### src/rtl/friscv_wb_arbiter.sv
// friscv_wb_arbiter: register-file write-back arbiter.
// Three writers (ctrl, memfy, alu) compete for one registered register-file
// write port. Base priority is ctrl > memfy > alu, and at most one handshake
// completes per cycle.
// Optional feature: define FRISCV_WB_AGING_EN to promote a requester that has
// waited AGE_MAX cycles ahead of base priority. Without the macro the arbiter
// is pure fixed priority and has no age registers.
// Handshake: a transfer happens on a rising edge where <r>_valid && <r>_ready.
// ready is a function of the valids and the age state only. Requesters hold
// valid and payload stable until they see ready.
module friscv_wb_arbiter #(
   parameter int XLEN    = 32,
   parameter int AGE_MAX = 4
) (
   input  logic              aclk,
   input  logic              aresetn,
   input  logic              srst,
   input  logic              ctrl_valid,
   output logic              ctrl_ready,
   input  logic [4:0]        ctrl_rd_addr,
   input  logic [XLEN-1:0]   ctrl_rd_val,
   input  logic              memfy_valid,
   output logic              memfy_ready,
   input  logic [4:0]        memfy_rd_addr,
   input  logic [XLEN-1:0]   memfy_rd_val,
   input  logic [XLEN/8-1:0] memfy_rd_strb,
   input  logic              alu_valid,
   output logic              alu_ready,
   input  logic [4:0]        alu_rd_addr,
   input  logic [XLEN-1:0]   alu_rd_val,
   input  logic [XLEN/8-1:0] alu_rd_strb,
   output logic              rf_wr,
   output logic [4:0]        rf_addr,
   output logic [XLEN-1:0]   rf_val,
   output logic [XLEN/8-1:0] rf_strb,
   output logic [2:0]        grant
);

   localparam int SW = XLEN / 8;

   // Reject an out-of-range age threshold at elaboration time.
   if (AGE_MAX < 1 || AGE_MAX > 15) begin : g_age_range_bad
      $error("friscv_wb_arbiter: AGE_MAX must be in 1..15");
   end

   logic [2:0]      req;
   logic [2:0]      aged;
   logic [2:0]      sel;
   logic            active;
   logic [4:0]      mux_addr;
   logic [XLEN-1:0] mux_val;
   logic [SW-1:0]   mux_strb;

   assign req    = {alu_valid, memfy_valid, ctrl_valid};
   assign active = aresetn & ~srst;

`ifdef FRISCV_WB_AGING_EN
   localparam logic [3:0] AGE_LIM = 4'(AGE_MAX);

   logic [3:0] age [3];

   // A requester is promoted once it has waited AGE_MAX cycles.
   always_comb begin
      aged = 3'b000;
      for (int i = 0; i < 3; i++) begin
         aged[i] = req[i] && (age[i] == AGE_LIM);
      end
   end

   // Age counters: count waiting cycles, clear on grant or idle, saturate.
   always_ff @(posedge aclk or negedge aresetn) begin
      if (!aresetn) begin
         for (int i = 0; i < 3; i++) age[i] <= 4'd0;
      end else if (srst) begin
         for (int i = 0; i < 3; i++) age[i] <= 4'd0;
      end else begin
         for (int i = 0; i < 3; i++) begin
            if (!req[i] || sel[i])
               age[i] <= 4'd0;
            else if (age[i] != AGE_LIM)
               age[i] <= age[i] + 4'd1;
         end
      end
   end
`else
   assign aged = 3'b000;
`endif

   // Pick the winner: aged requesters first, each group by ctrl > memfy > alu.
   always_comb begin
      sel = 3'b000;
      if (active) begin
         if      (aged[0]) sel = 3'b001;
         else if (aged[1]) sel = 3'b010;
         else if (aged[2]) sel = 3'b100;
         else if (req[0])  sel = 3'b001;
         else if (req[1])  sel = 3'b010;
         else if (req[2])  sel = 3'b100;
      end
   end

   assign ctrl_ready  = sel[0];
   assign memfy_ready = sel[1];
   assign alu_ready   = sel[2];

   // Route the winner's payload; the control unit always writes full words.
   always_comb begin
      mux_addr = 5'd0;
      mux_val  = '0;
      mux_strb = '0;
      case (sel)
         3'b001: begin mux_addr = ctrl_rd_addr;  mux_val = ctrl_rd_val;  mux_strb = '1;            end
         3'b010: begin mux_addr = memfy_rd_addr; mux_val = memfy_rd_val; mux_strb = memfy_rd_strb; end
         3'b100: begin mux_addr = alu_rd_addr;   mux_val = alu_rd_val;   mux_strb = alu_rd_strb;   end
         default: ;
      endcase
   end

   // Register the accepted transfer; x0 targets and empty strobes are dropped.
   always_ff @(posedge aclk or negedge aresetn) begin
      if (!aresetn) begin
         rf_wr   <= 1'b0;
         rf_addr <= 5'd0;
         rf_val  <= '0;
         rf_strb <= '0;
         grant   <= 3'b000;
      end else if (srst) begin
         rf_wr   <= 1'b0;
         rf_addr <= 5'd0;
         rf_val  <= '0;
         rf_strb <= '0;
         grant   <= 3'b000;
      end else if (|sel) begin
         rf_wr   <= (mux_addr != 5'd0) && (|mux_strb);
         rf_addr <= mux_addr;
         rf_val  <= mux_val;
         rf_strb <= mux_strb;
         grant   <= sel;
      end else begin
         rf_wr   <= 1'b0;
      end
   end

endmodule

### config.mk
export PLATFORM = sky130hd
export DESIGN_NAME = friscv_wb_arbiter
export DESIGN_NICKNAME = d
export VERILOG_FILES = /design/src/rtl/friscv_wb_arbiter.sv
export SDC_FILE = /design/constraint.sdc
export NUM_CORES = 1
export LEC_CHECK = 0
export ABC_AREA = 1
export CORE_MARGIN = 2
export CORE_UTILIZATION = 35
export CTS_BUF_LIST = sky130_fd_sc_hd__clkbuf_8
export DETAILED_ROUTE_END_ITERATION = 8
export GPL_TIMING_DRIVEN = 0
export PLACE_DENSITY = 0.92
export SLEW_MARGIN = 20
export SYNTH_ARGS = -nofsm -noshare
export SYNTH_HDL_FRONTEND = slang
export SYNTH_SLANG_ARGS = --single-unit
### constraint.sdc
create_clock -name aclk -period 1.8 [get_ports aclk]
set_clock_uncertainty 0.05 [all_clocks]
set_input_delay 0.45 -clock aclk [delete_from_list [all_inputs] [get_ports aclk]]
set_output_delay 0.45 -clock aclk [all_outputs]
set_load 0.005 [all_outputs]
# --- After elaboration in Yosys (flattened, before gate mapping) ---
# Index checks and enable logic that the tools add are counted.
classes:
  reduce_logical: 5
  n_div: 0
  order_cmp: 0
  n_eq_ne: 3
  addsub: 0
  shifts: 0
  multipliers: 0
  bitwise: 2
  n_mux: 17
ops:
  columns: ["cell", "n"]
  rows:
  - ["$pmux 32 s3", 1]
  - ["$mux 32", 2]
  - ["$mux 3", 6]
  - ["$pmux 5 s3", 1]
  - ["$pmux 4 s3", 1]
  - ["$mux 5", 2]
  - ["$mux 4", 2]
  - ["$reduce_bool 5->1", 1]
  - ["$reduce_or 4->1", 1]
  - ["$eq 3x1->1 const B", 1]
  - ["$eq 3x2->1 const B", 1]
  - ["$eq 3x3->1 const B", 1]
  - ["$reduce_or 3->1", 1]
  - ["$mux 1", 2]
  - ["$reduce_bool 2->1", 1]
  - ["$and 1x1->1", 1]
  - ["$logic_and 1x1->1", 1]
  - ["$not 1->1", 1]
word_totals:
  out_inout_bits: 48
  rom_bits: 0
  register_bits: 45
  input_bits: 125
  mem_bits_rw: 0
  mem_count: 0
  elab_cells: 32
  latchBits: 0

# --- Longest topological paths before layout ---
logic_depth:
  ltp_word: 10
  mapped_depth: 10
  ltp_nobuf: 10

# --- Worst setup path before layout ---
# Ideal clock, no wire load.
synth_path:
  path_kind: "input port to output port"
  start: "in aresetn"
  end: "out alu_ready"
  stages: 5
  required_time_ps: 1300
  n_path_buf: 1
  setup_slack_ps: 179
  arrival_time_ps: 1121
  cell_sequence: "inv_1 -> nor2_4 -> nand3_2 -> inv_1 -> buf_2"
synth_via:
  elab_chain_cells: 2
synth_rtl:
  columns: ["item", "line", "source"]
  rows:
  - ["start: declaration", "16", "input logic aresetn,"]
  - ["$and 1x1->1", "55", "assign active = aresetn & ~srst;"]
  - ["$mux 3", "92", "if (active) begin"]
  - ["end: declaration", "28", "output logic alu_ready,"]
# No other way between the ends.

# --- Worst setup path in the final report ---
layout_path:
  start: "in memfy_valid"
  end: "out memfy_ready"
layout_via:
  elab_chain_cells: 3
layout_rtl:
  columns: ["item", "line", "source"]
  rows:
  - ["start: declaration", "22", "input logic memfy_valid,"]
  - ["$mux 3", "97", "else if (req[1]) sel = 3'b010;"]
  - ["$mux 3", "96", "else if (req[0]) sel = 3'b001;"]
  - ["$mux 3", "92", null]
  - ["end: declaration", "23", "output logic memfy_ready,"]
# No other way between the ends.

==> metrics.txt <==
status finished clean; post-synthesis mux area share 0; Netlist Area Pre-Place 2449 um2; Rows 30; Seq/Total Area, Yosys 0.4599; final antenna diode count 0; Synth Instances 347; final worst-path setup slack 0.04741 ns; Hold/Removal Path Class in -> async; Synth Area in Adders 0; Worst Path Max Fanout 3; Max-Cap Viols 0; Mean Syn Cell Area 7.056 um2; Port Buf Inserts 172; CP max-delay cell dlygate4sd2_1; Setup CP Type in -> out; Synth Area in Simple Gates 0.2555; first-pass GRT wire length 14410 um; Yosys Warn Count 0; H-Tree Depth 2; Routed WL 9212 um; DP Worst Slack -1.323 ns; CP Launch Type primary input; Initial DRC Count 63; crit path DAT 1.25 ns; Syn Nets 472; synth-to-layout area growth 87.89%; Sw Share 0.2548; XOR/XNOR share of the synthesized area 0; Sinks on Clock Net 45; CP delay by family, top buffers and inverters; commonest non-fill, non-tap cells in the layout 164 x clkdlybuf4s50_1, 115 x nand2_1, 56 x inv_1; initial antenna violation count 0; DP Area 4313 um2; Post-DRT Antenna Nets 0; core footprint 6794 um2; hold_ws 0.02838 ns; TritonRoute pass-1 iters 4; GPL Wtd Cong 0.7971; Tmin final 1.753 ns; pwr dens 551.9 nW/um2; total track usage 0.2457; largest family of logic cells by synthesized area simple AND/OR/NAND/NOR gates; GRT overflow 0; Finished Cell Area 4601 um2; Clock Path Buffers 2; chip width 87.64 um; vias per cell 4.627; VDD IR-drop max 0.2568 mV; post-synth cell types 17; Logic pwr share 0.303; Synth Area in Compound Gates 0.1553; die height 87.64 um; worst stage delay on the critical path 0.22 ns; Yosys reg bits 45; vias in the first global route 3062; commonest non-fill, non-tap cell in the layout clkdlybuf4s50_1; endpoints failing setup 0; Worst EP required 1.30 ns; io pins 173; Final nets 667; Num CTS Buffers 5; sequential group share of total power 0.452; hold-fix buffers at CTS 0; Leakage 2.181 nW; share of post-route cells with drive strength above 1 0.09963; pin count of the biggest net entering global routing 24; Final Max Tran Viols 0; CTS tree yes; critical path capture point type output pin; Reg clk slew, reported paths 0.08 ns; worst slew pin tran 0.2271 ns; drt wl/cell 14.44 um; RSZ-0062 raised after global routing no; initial core utilization 0.3604; Via Count 2952; Fin. Hold Viols 0; Int Pwr 1.892 mW; cells along the critical path clkdlybuf4s15_2 > inv_1 > nor2_4 > nand2_4 > inv_8 > dlygate4sd2_1; clock network power share 0.245; worst skew pair latency 0.29 ns; post-DP HPWL 6668 um; die area 7681 um2; Root Buffer clkbuf_8; Residual DRC 0; worst path bufs/invs 4; Sw Pwr 647.1 uW; post-route clock period utilization 0.9737; Max-slew headroom 0.8486; f_max 570.6 MHz
sequential cells by signal (all words and copies together) (netlist names):
signal / count
rf_val: 32
rf_addr: 5
rf_strb: 4
grant: 3
rf_wr: 1
Yosys cell counts, drive strengths merged:
library cell | number | area [um2]
nand3 | 10 | 55.05
nand4 | 1 | 21.27
o21ai | 44 | 220.2
dfrtp | 45 | 1126
a21oi | 32 | 160.2
nand2 | 116 | 437.9
nor2 | 25 | 111.4
buf | 14 | 88.83
inv | 60 | 227.7
final timing paths:
check / start / endpoint / slack [ns] / depth (start not counted)
worst min register to register: rf_val[16] / rf_val[16] / 0.47 / 2
worst max register to register: rf_strb[2] / rf_strb[2] / 1.06 / 2
max in group asynchronous: aresetn / rf_val[17] / 1.28 / 3
worst max-delay path: memfy_valid / memfy_ready / 0.05 / 6
min in group aclk: rf_val[16] / rf_val[16] / 0.47 / 2
worst min-delay path: aresetn / rf_addr[1] / 0.03 / 1
through the flow:
stage / std cells / TNS (ns) / total power, mW / utilization
detailed placement: 616 / -28.40 / 1.895 / 0.6348
floorplan: 347 / 0 / 1.348 / -
global placement: 615 / -148.75 / 1.865 / 0.6315
global route: 638 / 0 / 2.691 / 0.6772
CTS: 638 / 0 / 2.573 / 0.6768
finish: 638 / 0 / 2.539 / 0.6772
cell families (layout without fill, tap and decap cells):
kind of cell | count (synthesis) | after routing
AO/OA/AOI/OAI | 76 | 76
buffers and inverters | 74 | 269
flip-flops | 45 | 45
AND/OR/NAND/NOR | 152 | 152
what timing repair did:
item	in CTS	in global routing
gates resized for setup	41	2
setup buffers	15	0
pin swaps	5	3
setup endpoints to repair	48	4
cloned	1	0
area by class of cell:
type | instances | area [um2]
Timing Repair Buffer | 189 | 1901
Fill cell | 561 | 2193
Multi-Input combinational cell | 228 | 1033
Sequential cell | 45 | 1126
Buffer | 13 | 93.84
Inverter | 60 | 240.2
Clock inverter | 1 | 3.754
Tap cell | 96 | 120.1
Clock buffer | 6 | 82.58
layer usage:
metal	vias to the layer above	routed length [um]	track usage
met5	-	0	0
li1	1452	-	-
met4	0	116	0.06713
met1	1364	3584	0.2740
met2	126	4783	0.4601
met3	10	728	0.06315
power by group through the flow:
stage / Clock (mW) / Sequential [mW] / Combinational, mW
after floorplan: 0 / 1.17 / 0.177
after global placement: 0 / 1.16 / 0.704
after detailed placement: 0 / 1.17 / 0.730
after CTS: 0.651 / 1.15 / 0.775
after global routing: 0.695 / 1.16 / 0.838
final: 0.622 / 1.15 / 0.770
worst reg2reg max path, delay by kind of cell, from the launching register on:
kind                   cells  cell delay, ns
flip-flops                 1            0.37
AO/OA/AOI/OAI              1            0.19
buffers and inverters      1            0.05
Power figures use the tool's default switching activity.
